<file path="src/rtl/apb_fifo_pkg.sv">
`default_nettype none
// +--------------------------------------------------------------------+
// | apb_fifo_pkg                                                       |
// | Register map, STATUS/IRQ bit positions and CTRL fields shared by   |
// | the APB FIFO bridge.                                               |
// | Revision: 1.0                                                      |
// +--------------------------------------------------------------------+
package apb_fifo_pkg;

   // Register word index, i.e. byte offset from BASE_ADDR divided by 4
   typedef enum logic [2:0] {
      REG_TX_DATA   = 3'd0,   // 0x00
      REG_RX_DATA   = 3'd1,   // 0x04
      REG_STATUS    = 3'd2,   // 0x08
      REG_CTRL      = 3'd3,   // 0x0C
      REG_THRESH    = 3'd4,   // 0x10
      REG_LEVEL     = 3'd5,   // 0x14
      REG_RX_EXPECT = 3'd6,   // 0x18
      REG_IRQ_STAT  = 3'd7    // 0x1C
   } reg_idx_t;

   // Byte span of the register window
   localparam logic [31:0] REG_SPAN = 32'h20;

   // STATUS bit positions
   localparam int ST_EMPTY_TX        = 0;
   localparam int ST_ALMOST_EMPTY_TX = 1;
   localparam int ST_FULL_TX         = 2;
   localparam int ST_EMPTY_RX        = 3;
   localparam int ST_ALMOST_FULL_RX  = 4;
   localparam int ST_FULL_RX         = 5;
   localparam int ST_RX_BUSY         = 6;

   // IRQ_STAT bit positions
   localparam int IRQ_TX_LOW  = 0;
   localparam int IRQ_RX_HIGH = 1;
   localparam int IRQ_RX_DONE = 2;
   localparam int IRQ_RX_OVF  = 3;
   localparam int IRQ_BITS    = 4;

   // CTRL field positions
   localparam int CTRL_TX_FLUSH = 0;
   localparam int CTRL_RX_FLUSH = 1;
   localparam int CTRL_MASK_LSB = 8;

   // Replace the byte lanes of cur selected by strb with those of wr
   function automatic logic [31:0] merge_bytes(input logic [31:0] cur,
                                               input logic [31:0] wr,
                                               input logic [3:0]  strb);
      logic [31:0] r;
      r = cur;
      for (int b = 0; b < 4; b++) begin
         if (strb[b]) r[8*b +: 8] = wr[8*b +: 8];
      end
      return r;
   endfunction

endpackage
`default_nettype wire

</file>
<file path="src/rtl/sync_fifo.sv">
`default_nettype none
// +--------------------------------------------------------------------+
// | sync_fifo                                                          |
// | Single-clock first-word-fall-through FIFO with flush and count.    |
// | Head reads 0 while empty; storage itself is never reset.           |
// | Revision: 1.0                                                      |
// +--------------------------------------------------------------------+
module sync_fifo #(
   parameter int DATA_WIDTH = 32,
   parameter int DEPTH      = 16,
   localparam int AW        = $clog2(DEPTH),
   localparam int CW        = AW + 1
) (
   input  logic                  clk,
   input  logic                  rst_n,
   input  logic                  push,
   input  logic                  pop,
   input  logic                  flush,
   input  logic [DATA_WIDTH-1:0] wdata,
   output logic [DATA_WIDTH-1:0] head,
   output logic [CW-1:0]         count,
   output logic                  empty,
   output logic                  full
);

   logic [DATA_WIDTH-1:0] mem [DEPTH];
   logic [AW-1:0]         wr_ptr;
   logic [AW-1:0]         rd_ptr;
   logic                  do_push;
   logic                  do_pop;

   assign empty   = (count == '0);
   assign full    = (count == CW'(DEPTH));
   assign do_push = push & ~full;
   assign do_pop  = pop & ~empty;
   assign head    = empty ? '0 : mem[rd_ptr];

   // Storage write on an accepted push
   always_ff @(posedge clk) begin
      if (do_push) mem[wr_ptr] <= wdata;
   end

   // Pointer and occupancy update; flush overrides any push/pop
   always_ff @(posedge clk) begin
      if (!rst_n || flush) begin
         wr_ptr <= '0;
         rd_ptr <= '0;
         count  <= '0;
      end else begin
         if (do_push) wr_ptr <= wr_ptr + AW'(1);
         if (do_pop)  rd_ptr <= rd_ptr + AW'(1);
         case ({do_push, do_pop})
            2'b10:   count <= count + CW'(1);
            2'b01:   count <= count - CW'(1);
            default: count <= count;
         endcase
      end
   end

endmodule
`default_nettype wire

</file>
<file path="src/rtl/apb_fifo_bridge.sv">
`default_nettype none
// +--------------------------------------------------------------------+
// | apb_fifo_bridge                                                    |
// | Zero-wait-state APB slave fronting a TX FIFO (APB -> stream) and   |
// | an RX FIFO (stream -> APB) with thresholds, an expected-word       |
// | counter and sticky maskable interrupts.                            |
// | Revision: 1.0                                                      |
// +--------------------------------------------------------------------+
module apb_fifo_bridge
   import apb_fifo_pkg::*;
#(
   parameter logic [31:0] BASE_ADDR  = 32'd8,
   parameter int          DATA_WIDTH = 32,
   parameter int          DEPTH      = 16
) (
   input  logic                    pclk,
   input  logic                    presetn,
   input  logic [31:0]             paddr,
   input  logic [2:0]              pprot,
   input  logic                    psel,
   input  logic                    penable,
   input  logic                    pwrite,
   input  logic [DATA_WIDTH-1:0]   pwdata,
   input  logic [DATA_WIDTH/8-1:0] pstrb,
   output logic                    pready,
   output logic [DATA_WIDTH-1:0]   prdata,
   output logic                    pslverr,
   input  logic                    read_fifo_tx,
   output logic [DATA_WIDTH-1:0]   fifo_r_data_tx,
   output logic                    empty_tx,
   output logic                    almost_empty_tx,
   input  logic                    write_fifo_rx,
   input  logic [DATA_WIDTH-1:0]   fifo_w_data_rx,
   output logic                    full_rx,
   output logic                    almost_full_rx,
   output logic                    end_rx,
   output logic                    irq
);

   localparam int CW = $clog2(DEPTH) + 1;

   generate
      if (DATA_WIDTH != 32) begin : g_bad_width
         $error("apb_fifo_bridge: DATA_WIDTH must be 32");
      end
      if (DEPTH < 4 || DEPTH > 256 || (DEPTH & (DEPTH - 1)) != 0) begin : g_bad_depth
         $error("apb_fifo_bridge: DEPTH must be a power of 2 in 4..256");
      end
   endgenerate

   // Protection attributes carry no meaning for this slave
   logic unused_pprot;
   assign unused_pprot = ^pprot;

   logic [31:0]           offset;
   logic                  in_map;
   logic                  access;
   logic                  err;
   logic                  wr_ok;
   logic                  rd_ok;
   reg_idx_t              idx;
   logic [DATA_WIDTH-1:0] rdata;
   logic [31:0]           status_word;

   logic [DATA_WIDTH-1:0] rx_head;
   logic [CW-1:0]         tx_count, rx_count;
   logic                  tx_full, rx_empty;
   logic                  tx_push, rx_pop, tx_flush, rx_flush;

   logic [IRQ_BITS-1:0]   irq_mask;
   logic [IRQ_BITS-1:0]   irq_stat;
   logic [IRQ_BITS-1:0]   irq_set;
   logic [IRQ_BITS-1:0]   irq_clr;
   logic [CW-1:0]         tx_low, rx_high;
   logic [31:0]           rx_cnt;
   logic [31:0]           thresh_merged;
   logic                  ae_prev, af_prev;
   logic                  rx_push_ok, rx_busy, exp_wr;

   // Clamp a 16-bit threshold field to the FIFO depth
   function automatic logic [CW-1:0] sat(input logic [15:0] v);
      return (v > 16'(DEPTH)) ? CW'(DEPTH) : v[CW-1:0];
   endfunction

   assign offset = paddr - BASE_ADDR;
   assign in_map = (paddr >= BASE_ADDR) && (offset < REG_SPAN);
   assign idx    = reg_idx_t'(offset[4:2]);
   assign access = psel & penable;
   assign pready = access;

   // Classify the current address/direction as an erroring access
   always_comb begin
      err = 1'b0;
      if (!in_map || paddr[1:0] != 2'b00) begin
         err = 1'b1;
      end else if (pwrite) begin
         case (idx)
            REG_RX_DATA, REG_STATUS, REG_LEVEL: err = 1'b1;
            REG_TX_DATA:                        err = tx_full;
            default:                            err = 1'b0;
         endcase
      end else begin
         case (idx)
            REG_TX_DATA: err = 1'b1;
            REG_RX_DATA: err = rx_empty;
            default:     err = 1'b0;
         endcase
      end
   end

   assign wr_ok   = presetn & access & pwrite & ~err;
   assign rd_ok   = presetn & access & ~pwrite & ~err;
   assign pslverr = presetn & access & err;

   assign tx_push  = wr_ok && idx == REG_TX_DATA;
   assign rx_pop   = rd_ok && idx == REG_RX_DATA;
   assign tx_flush = wr_ok && idx == REG_CTRL && pstrb[0] && pwdata[CTRL_TX_FLUSH];
   assign rx_flush = wr_ok && idx == REG_CTRL && pstrb[0] && pwdata[CTRL_RX_FLUSH];
   assign exp_wr   = wr_ok && idx == REG_RX_EXPECT;

   sync_fifo #(.DATA_WIDTH(DATA_WIDTH), .DEPTH(DEPTH)) u_tx_fifo (
      .clk(pclk), .rst_n(presetn), .push(tx_push), .pop(read_fifo_tx),
      .flush(tx_flush), .wdata(pwdata), .head(fifo_r_data_tx),
      .count(tx_count), .empty(empty_tx), .full(tx_full)
   );

   sync_fifo #(.DATA_WIDTH(DATA_WIDTH), .DEPTH(DEPTH)) u_rx_fifo (
      .clk(pclk), .rst_n(presetn), .push(write_fifo_rx), .pop(rx_pop),
      .flush(rx_flush), .wdata(fifo_w_data_rx), .head(rx_head),
      .count(rx_count), .empty(rx_empty), .full(full_rx)
   );

   assign almost_empty_tx = (tx_count <= tx_low);
   assign almost_full_rx  = (rx_count >= rx_high);
   assign rx_push_ok      = write_fifo_rx & ~full_rx;
   assign rx_busy         = |rx_cnt;
   // A simultaneous RX_EXPECT rewrite restarts the count, so no completion
   assign end_rx          = presetn & ~exp_wr & rx_push_ok & (rx_cnt == 32'd1);

   // Gather STATUS flags into their bit positions
   always_comb begin
      status_word                     = '0;
      status_word[ST_EMPTY_TX]        = empty_tx;
      status_word[ST_ALMOST_EMPTY_TX] = almost_empty_tx;
      status_word[ST_FULL_TX]         = tx_full;
      status_word[ST_EMPTY_RX]        = rx_empty;
      status_word[ST_ALMOST_FULL_RX]  = almost_full_rx;
      status_word[ST_FULL_RX]         = full_rx;
      status_word[ST_RX_BUSY]         = rx_busy;
   end

   // Register read multiplexer
   always_comb begin
      rdata = '0;
      case (idx)
         REG_RX_DATA:   rdata = rx_head;
         REG_STATUS:    rdata = status_word;
         REG_CTRL:      rdata[CTRL_MASK_LSB +: IRQ_BITS] = irq_mask;
         REG_THRESH:    rdata = {16'(rx_high), 16'(tx_low)};
         REG_LEVEL:     rdata = {16'(rx_count), 16'(tx_count)};
         REG_RX_EXPECT: rdata = rx_cnt;
         REG_IRQ_STAT:  rdata[IRQ_BITS-1:0] = irq_stat;
         default:       rdata = '0;
      endcase
   end

   assign prdata = rd_ok ? rdata : '0;

   assign thresh_merged = merge_bytes({16'(rx_high), 16'(tx_low)}, pwdata, pstrb);

   // CTRL mask and THRESH registers with byte-lane writes
   always_ff @(posedge pclk) begin
      if (!presetn) begin
         irq_mask <= '0;
         tx_low   <= CW'(1);
         rx_high  <= CW'(DEPTH - 1);
      end else if (wr_ok) begin
         if (idx == REG_CTRL && pstrb[1]) irq_mask <= pwdata[CTRL_MASK_LSB +: IRQ_BITS];
         if (idx == REG_THRESH) begin
            tx_low  <= sat(thresh_merged[15:0]);
            rx_high <= sat(thresh_merged[31:16]);
         end
      end
   end

   // Expected RX word countdown; a write reloads, accepted pushes decrement
   always_ff @(posedge pclk) begin
      if (!presetn) begin
         rx_cnt <= '0;
      end else if (exp_wr) begin
         rx_cnt <= merge_bytes(rx_cnt, pwdata, pstrb);
      end else if (rx_push_ok && rx_busy) begin
         rx_cnt <= rx_cnt - 32'd1;
      end
   end

   always_comb begin
      irq_set              = '0;
      irq_set[IRQ_TX_LOW]  = almost_empty_tx & ~ae_prev;
      irq_set[IRQ_RX_HIGH] = almost_full_rx & ~af_prev;
      irq_set[IRQ_RX_DONE] = end_rx;
      irq_set[IRQ_RX_OVF]  = write_fifo_rx & full_rx;
   end

   assign irq_clr = (wr_ok && idx == REG_IRQ_STAT && pstrb[0]) ? pwdata[IRQ_BITS-1:0] : '0;

   // Sticky interrupt status; a new event wins over a same-cycle clear
   always_ff @(posedge pclk) begin
      if (!presetn) begin
         irq_stat <= '0;
         ae_prev  <= 1'b1;
         af_prev  <= 1'b0;
      end else begin
         irq_stat <= (irq_stat & ~irq_clr) | irq_set;
         ae_prev  <= almost_empty_tx;
         af_prev  <= almost_full_rx;
      end
   end

   assign irq = presetn & |(irq_stat & irq_mask);

endmodule
`default_nettype wire

</file>
<file path="config.mk">
export PLATFORM = sky130hd
export DESIGN_NAME = apb_fifo_bridge
export DESIGN_NICKNAME = d
export VERILOG_FILES = /design/src/rtl/apb_fifo_pkg.sv /design/src/rtl/sync_fifo.sv /design/src/rtl/apb_fifo_bridge.sv
export SDC_FILE = /design/constraint.sdc
export NUM_CORES = 1
export LEC_CHECK = 0
export CELL_PAD_IN_SITES_DETAIL_PLACEMENT = 0
export CELL_PAD_IN_SITES_GLOBAL_PLACEMENT = 1
export CORE_MARGIN = 2
export CORE_UTILIZATION = 49
export CTS_CLUSTER_DIAMETER = 120
export DETAILED_ROUTE_END_ITERATION = 6
export DONT_BUFFER_PORTS = 1
export PLACE_DENSITY_LB_ADDON = 0.05
export SYNTH_ARGS = -nofsm -noshare
export SYNTH_HDL_FRONTEND = slang
export SYNTH_SLANG_ARGS = --single-unit
</file>
<file path="constraint.sdc">
create_clock -name pclk -period 11.1 [get_ports pclk]
set_input_delay 1.665 -clock pclk [delete_from_list [all_inputs] [get_ports pclk]]
set_output_delay 1.665 -clock pclk [all_outputs]
set_load 0.03 [all_outputs]
</file>
==> flow_summary.ini, run 1 <==
[setup_path]
cp.arrival_ns = 5.16
rrSetupSlack_ns = 6.17
critPathMostFrequentCell = a21oi_1
crit_type = input port to output pin
endpoint = prdata[1]
crit_slowest_cell = or4_2
cpPeakStageDelay_ns = 1.04
required_ns = 9.44
r2r-end = u_rx_fifo.count[4]
r2r_cells = 14
cp_max_fo = 38
start_kind = input port
crit_chain = inv_1 -> ha_1 -> buf_4 -> and2_1 -> a21oi_1 -> nand3b_1 -> or4_2 -> a21oi_1
end_kind = output pin
crit_start = paddr[3]
reg2reg_from = u_tx_fifo.count[2]

[clocking]
root_buffer = clkbuf_16
ctsHoldBuffers = 0
clockBufferDepth = 3
clkLatencyLatePin_ns = 0.69
cts.htree.levels = 3
path_clk_slew_ns = 0.06
cts_tree = done
ctsResizeCount = 0
cts.sinks = 1110
numCtsBuffers = 111
postCtsSetupBuffers = 0

[synthesis]
synth-edff-count = 1024
syn_area_um2 = 44700
ys_seq_area_share_pct = 72.6
yosys.area.top_type_share_pct = 68.8
syn_nets = 2440
ys_async_sr_fraction_pct = 0
yosys_warnings = 0
synth_cells = 2301
ys_types = 67
yosys-top-cells-area = edfxtp_1 (69%), mux4_2 (16%), dfxtp_1 (3.8%), nor2_1 (1.1%), ha_1 (0.81%)
syn_area_per_cell_um2 = 19.4
ys_seq_elements = 1110
synth_top_flop_cell = edfxtp_1
synth_top_cell_by_area = edfxtp_1
yosysMostFrequentCell = edfxtp_1
synth_common_cells = edfxtp_1 (1024), mux4_2 (324), nor2_1 (130)

[timing]
timing.fmax_mhz = 147
slew_violations = 0
finalSetupTns_ns = 0
worst_slack_ns = 4.28
finalCriticalPeriod_ns = 6.82
rsz0062_at_grt = no
fin_skew_ns = 0.0225
worst_pin_slew_ns = 1.10
min_period_over_period_pct = 61.4
final-hold-violation-count = 0
relSlewSlack_pct = 26.7
setup_violations = 0

[layout]
area_growth_pct = 11.9
fin_nets = 2482
fillers = 6909
drive_gt1_share_pct = 25.6

[job]
drv_cap = 0

[global_routing]
grt_antenna_before_repair = 5
grt_pass1_wl_mm = 158
grt_pass1_vias = 23600
track_usage_pct = 23.3
grt_max_degree = 101
overflow = 0

[die]
initial_utilization_pct = 49.5
fp.dieH_um = 306
die_w_um = 306
num_rows = 110
coreArea_um2 = 90300
die_area_um2 = 93700
io_pins = 182

[place]
dp_hpwl_mm = 61.0
gp_congestion = 0.862
dp_slack_ns = 4.30
io_buffers = 0

[detailed_routing]
wire_per_inst_um = 29.8
drtPass1Iterations = 7
via_per_inst = 6.21
first_iter_violations = 1933
drt-total-wl_mm = 108
drc = 0
vias = 22400
ant_nets = 0

[pwr]
static-leakage-power_nw = 15.1
ir_drop_v = 0.000137
powerDensity_nw_per_um2 = 174

[hold_path]
hp-class = flop to flop

[run_status]
status = finished clean
==> flip-flops by register name (all words and copies together), names as in the netlist, named ones only <==
register / cells
af_prev: 1
rx_cnt: 32
u_tx_fifo.wr_ptr: 4
u_tx_fifo.mem: 512
u_rx_fifo.count: 5
ae_prev: 1
u_rx_fifo.mem: 512
u_rx_fifo.rd_ptr: 4
tx_low: 5
u_tx_fifo.count: 5
irq_mask: 4
u_tx_fifo.rd_ptr: 4
rx_high: 5
u_rx_fifo.wr_ptr: 4
irq_stat: 4
==> critical path: cells and delay by family <==
family | cells | cell delay, ns
buf+inv | 2 | 0.41
compound gates | 2 | 1.42
simple gates | 3 | 1.38
fa+ha+maj | 1 | 0.27
==> worst min-delay path by stage <==
stage          startpoint           to  slack [ns]  depth (start not counted)
5_1_grt           af_prev  irq_stat[1]        0.42                          1
2_1_floorplan     af_prev  irq_stat[1]        0.39                          1
6_report          af_prev  irq_stat[1]        0.41                          1
4_1_cts           af_prev  irq_stat[1]        0.41                          1
3_5_place_dp      af_prev  irq_stat[1]        0.40                          1
3_3_place_gp      af_prev  irq_stat[1]        0.39                          1
==> stage by stage <==
stage	instance area [um^2]	utilization (%)	cells	hold slack (ns)	power, W
finish	50000	55.4	3614	0.409	0.00869
global route	50000	55.4	3612	0.417	0.00896
CTS	50000	55.4	3612	0.406	0.00877
detailed placement	46400	51.4	3406	0.397	0.00508
global placement	46400	51.4	3406	0.392	0.00507
floorplan	44700	-	2301	0.388	0.00496
==> report_power, final <==
| group | leakage (nW) | total, W | switching [W] | internal [W] |
|---|---|---|---|---|
| Sequential | 9.93 | 0.00465 | 0.0000392 | 0.00461 |
| Clock | 1.82 | 0.00370 | 0.00155 | 0.00215 |
| Combinational | 3.39 | 0.000346 | 0.000225 | 0.000121 |
| Total | 15.1 | 0.00869 | 0.00181 | 0.00688 |
==> cells in the final DEF, fill, tap and decap left out, types with 18 or more instances in the layout <==
master | Yosys | final
mux4_2 | 324 | 324
nand4_1 | 21 | 21
ha_1 | 29 | 29
dfxtp_1 | 86 | 78
a22oi_1 | 40 | 40
o21ai_0 | 18 | 18
clkinv_2 | 0 | 37
nor2b_1 | 42 | 41
buf_4 | 0 | 51
edfxtp_1 | 1024 | 1024
nor2_1 | 130 | 114
nor3_1 | 30 | 24
clkbuf_16 | 0 | 116
nor4_1 | 35 | 21
nand3_1 | 34 | 34
a21oi_1 | 69 | 69
o211ai_1 | 18 | 18
nand2_1 | 50 | 50
inv_1 | 43 | 43
==> logic make-up after synthesis <==
kind of cell,count (synthesis),synth area share [%]
AOI/OAI and AO/OA,209,3.08
xor gates and xnor gates,21,0.411
adders and majority gates,29,0.811
buffers and inverters,167,1.43
DFF,1110,72.6
muxes,337,16.6
and+or+nand+nor,428,5.05
==> final cells by class <==
cell class                      count  area (um^2)  share of cell area (%)
Antenna cell                        2         5.00                  0.0100
Clock buffer                      136         3050                    6.09
Multi-Input combinational cell   1024        11900                    23.7
Inverter                           43          161                   0.323
Sequential cell                  1110        32500                    64.9
Tap cell                         1176         1470                    2.94
Clock inverter                     70          587                    1.17
Timing Repair Buffer               53          423                   0.845
==> layer usage <==
metal  global-route usage, %  wire [um]  up-vias
met4                    7.54       3200        2
met2                    40.6      55500      640
met1                    29.8      42900    12000
met3                    4.31       6150      178
met5                       0         13        -
li1                        -          -     9629
No activity file was read; power rests on OpenSTA's default activity.
==> run 2, diff against run 1 <==
==> constraint.sdc (replaced) <==
create_clock -name pclk -period 6.6 [get_ports pclk]
set_input_delay 0.99 -clock pclk [delete_from_list [all_inputs] [get_ports pclk]]
set_output_delay 0.99 -clock pclk [all_outputs]
set_load 0.03 [all_outputs]
==> flow_summary.ini, run 2 (synthesized netlist as in run 1, its figures left out) <==
[global_routing]
overflow = 0
grt_pass1_vias = 23300
grt_antenna_before_repair = 1
grt_max_degree = 79
grt_pass1_wl_mm = 160
track_usage_pct = 23.6

[timing]
rsz0062_at_grt = no
setup_violations = 0
finalCriticalPeriod_ns = 5.27
worst_slack_ns = 1.33
slew_violations = 0
min_period_over_period_pct = 79.8
relSlewSlack_pct = 28.7
timing.fmax_mhz = 190
worst_pin_slew_ns = 1.07
final-hold-violation-count = 0
hold_slack_ns = 0.366
fin_skew_ns = 0.0298

[layout]
stdcell_area_um2 = 50000
layout_common_cells = edfxtp_1 (1024), mux4_2 (324), clkbuf_16 (115)
fin_nets = 2500
area_growth_pct = 11.8
drive_gt1_share_pct = 25.2
top_regs = u_rx_fifo.mem (512), u_tx_fifo.mem (512), rx_cnt (32)
fillers = 6888
final_common_cell = edfxtp_1
finalNonFillerCells = 3634
postLayoutCoreUtil_pct = 55.4

[pwr]
sequentialPowerShare_pct = 54.6
static-leakage-power_nw = 15.1
powerDensity_nw_per_um2 = 286
internal-power_w = 0.0113
switchingPower_w = 0.00303
ir_drop_v = 0.000229
swShare_pct = 21.2
power_frac_comb_pct = 4.1
clockPowerShare_pct = 41.3

[clocking]
cts.sinks = 1110
path_clk_slew_ns = 0.06
clockBufferDepth = 3
root_buffer = clkbuf_16
numCtsBuffers = 111
clkLatencyLatePin_ns = 0.69
cts.htree.levels = 3
ctsHoldBuffers = 0
cts_tree = done
postCtsSetupBuffers = 0
ctsResizeCount = 0

[detailed_routing]
vias = 22600
wire_per_inst_um = 30.0
drt-total-wl_mm = 109
first_iter_violations = 2132
via_per_inst = 6.21
drtPass1Iterations = 5
ant_nets = 0
drc = 0

[place]
dp_hpwl_mm = 64.9
io_buffers = 0
gp_congestion = 0.862
place_area_um2 = 46600
dp_cells = 3424
dp_slack_ns = 1.18

[setup_path]
required_ns = 5.61
cp_max_fo = 37
worst-path-buf-inv = 3
end_kind = output pin
crit_type = input port to output pin
cp_top_family = compound AO/OA/AOI/OAI gates
start_kind = input port
cpPeakStageDelay_ns = 0.85
crit_chain = inv_1 -> ha_1 -> buf_4 -> and2_1 -> a21oi_1 -> nand3b_1 -> or4_2 -> buf_4 -> a21oi_1
crit_slowest_cell = a21oi_1
cp.arrival_ns = 4.28

[die]
io_pins = 182
die_area_um2 = 93700
die_w_um = 306
fp.dieH_um = 306
initial_utilization_pct = 49.5
num_rows = 110
coreArea_um2 = 90300

[hold_path]
hp-class = input port to flop

[run_status]
status = finished clean

[job]
drv_cap = 0
run 2: cell types whose count changed in the layout (fill, tap and decap cells not counted), sizes merged:
cell,change
buf,+18
clkinvlp,+7
bufinv,-5
clkbuf,+2
clkinv,-2
run 2: final timing paths:
check                       endpoint  slack [ns]  cells past startpoint               start
setup / recovery           prdata[1]        1.33                      9            paddr[3]
hold / removal               ae_prev        0.37                      1             presetn
setup reg to reg  u_tx_fifo.count[4]        1.92                     17  u_rx_fifo.count[2]
hold reg to reg          irq_stat[1]        0.41                      1             af_prev
run 2: per-stage QoR:
stage | power (W) | TNS [ns]
6_report | 0.0143 | 0
5_1_grt | 0.0148 | 0
4_1_cts | 0.0144 | 0
3_5_place_dp | 0.00854 | 0
3_3_place_gp | 0.00853 | 0
2_1_floorplan | 0.00835 | -169.90
run 2: worst register-to-register path, cell delays in order, from the launching register on:
cell and delay, ns:
dfxtp_1 0.63, nor4_1 0.15, nand2b_1 0.26, a21o_1 0.18, nand4_1 0.18, or3_1 0.45, or3b_1 0.74, ha_1 0.47
xor2_1 0.18, ha_1 0.20, a21oi_1 0.25, nor2b_1 0.07, o21ai_0 0.16, a21oi_1 0.08, a311oi_1 0.27, nor2_1 0.08
xnor2_1 0.13, nor2_1 0.05
run 2: metal layers:
metal  vias up  GRT usage [%]  routed length, um
li1       9654              -                  -
met1     12100           30.3              43000
met2       638           41.3              57800
met3       165           4.30               5670
met4         0           6.53               2560
met5         -              0                  0
run 2: layout make-up:
cell class	instances	area, um^2	share of cell area (%)
diodes	2	5.00	0.0100
clock buffers	138	2960	5.93
clock inverters	70	445	0.891
inverters	43	161	0.323
multi-input cells	1024	11900	23.7
flip-flops and latches	1110	32500	65.0
well taps	1176	1470	2.94
repair buffers	71	583	1.17
run 2: power by group through the flow:
| stage | clock network, W | registers, W | logic (W) |
|---|---|---|---|
| 5_1_grt | 0.00630 | 0.00782 | 0.000638 |
| 4_1_cts | 0.00603 | 0.00782 | 0.000579 |
| 6_report | 0.00591 | 0.00782 | 0.000586 |
| 3_5_place_dp | 0 | 0.00797 | 0.000575 |
| 3_3_place_gp | 0 | 0.00796 | 0.000570 |
| 2_1_floorplan | 0 | 0.00794 | 0.000413 |
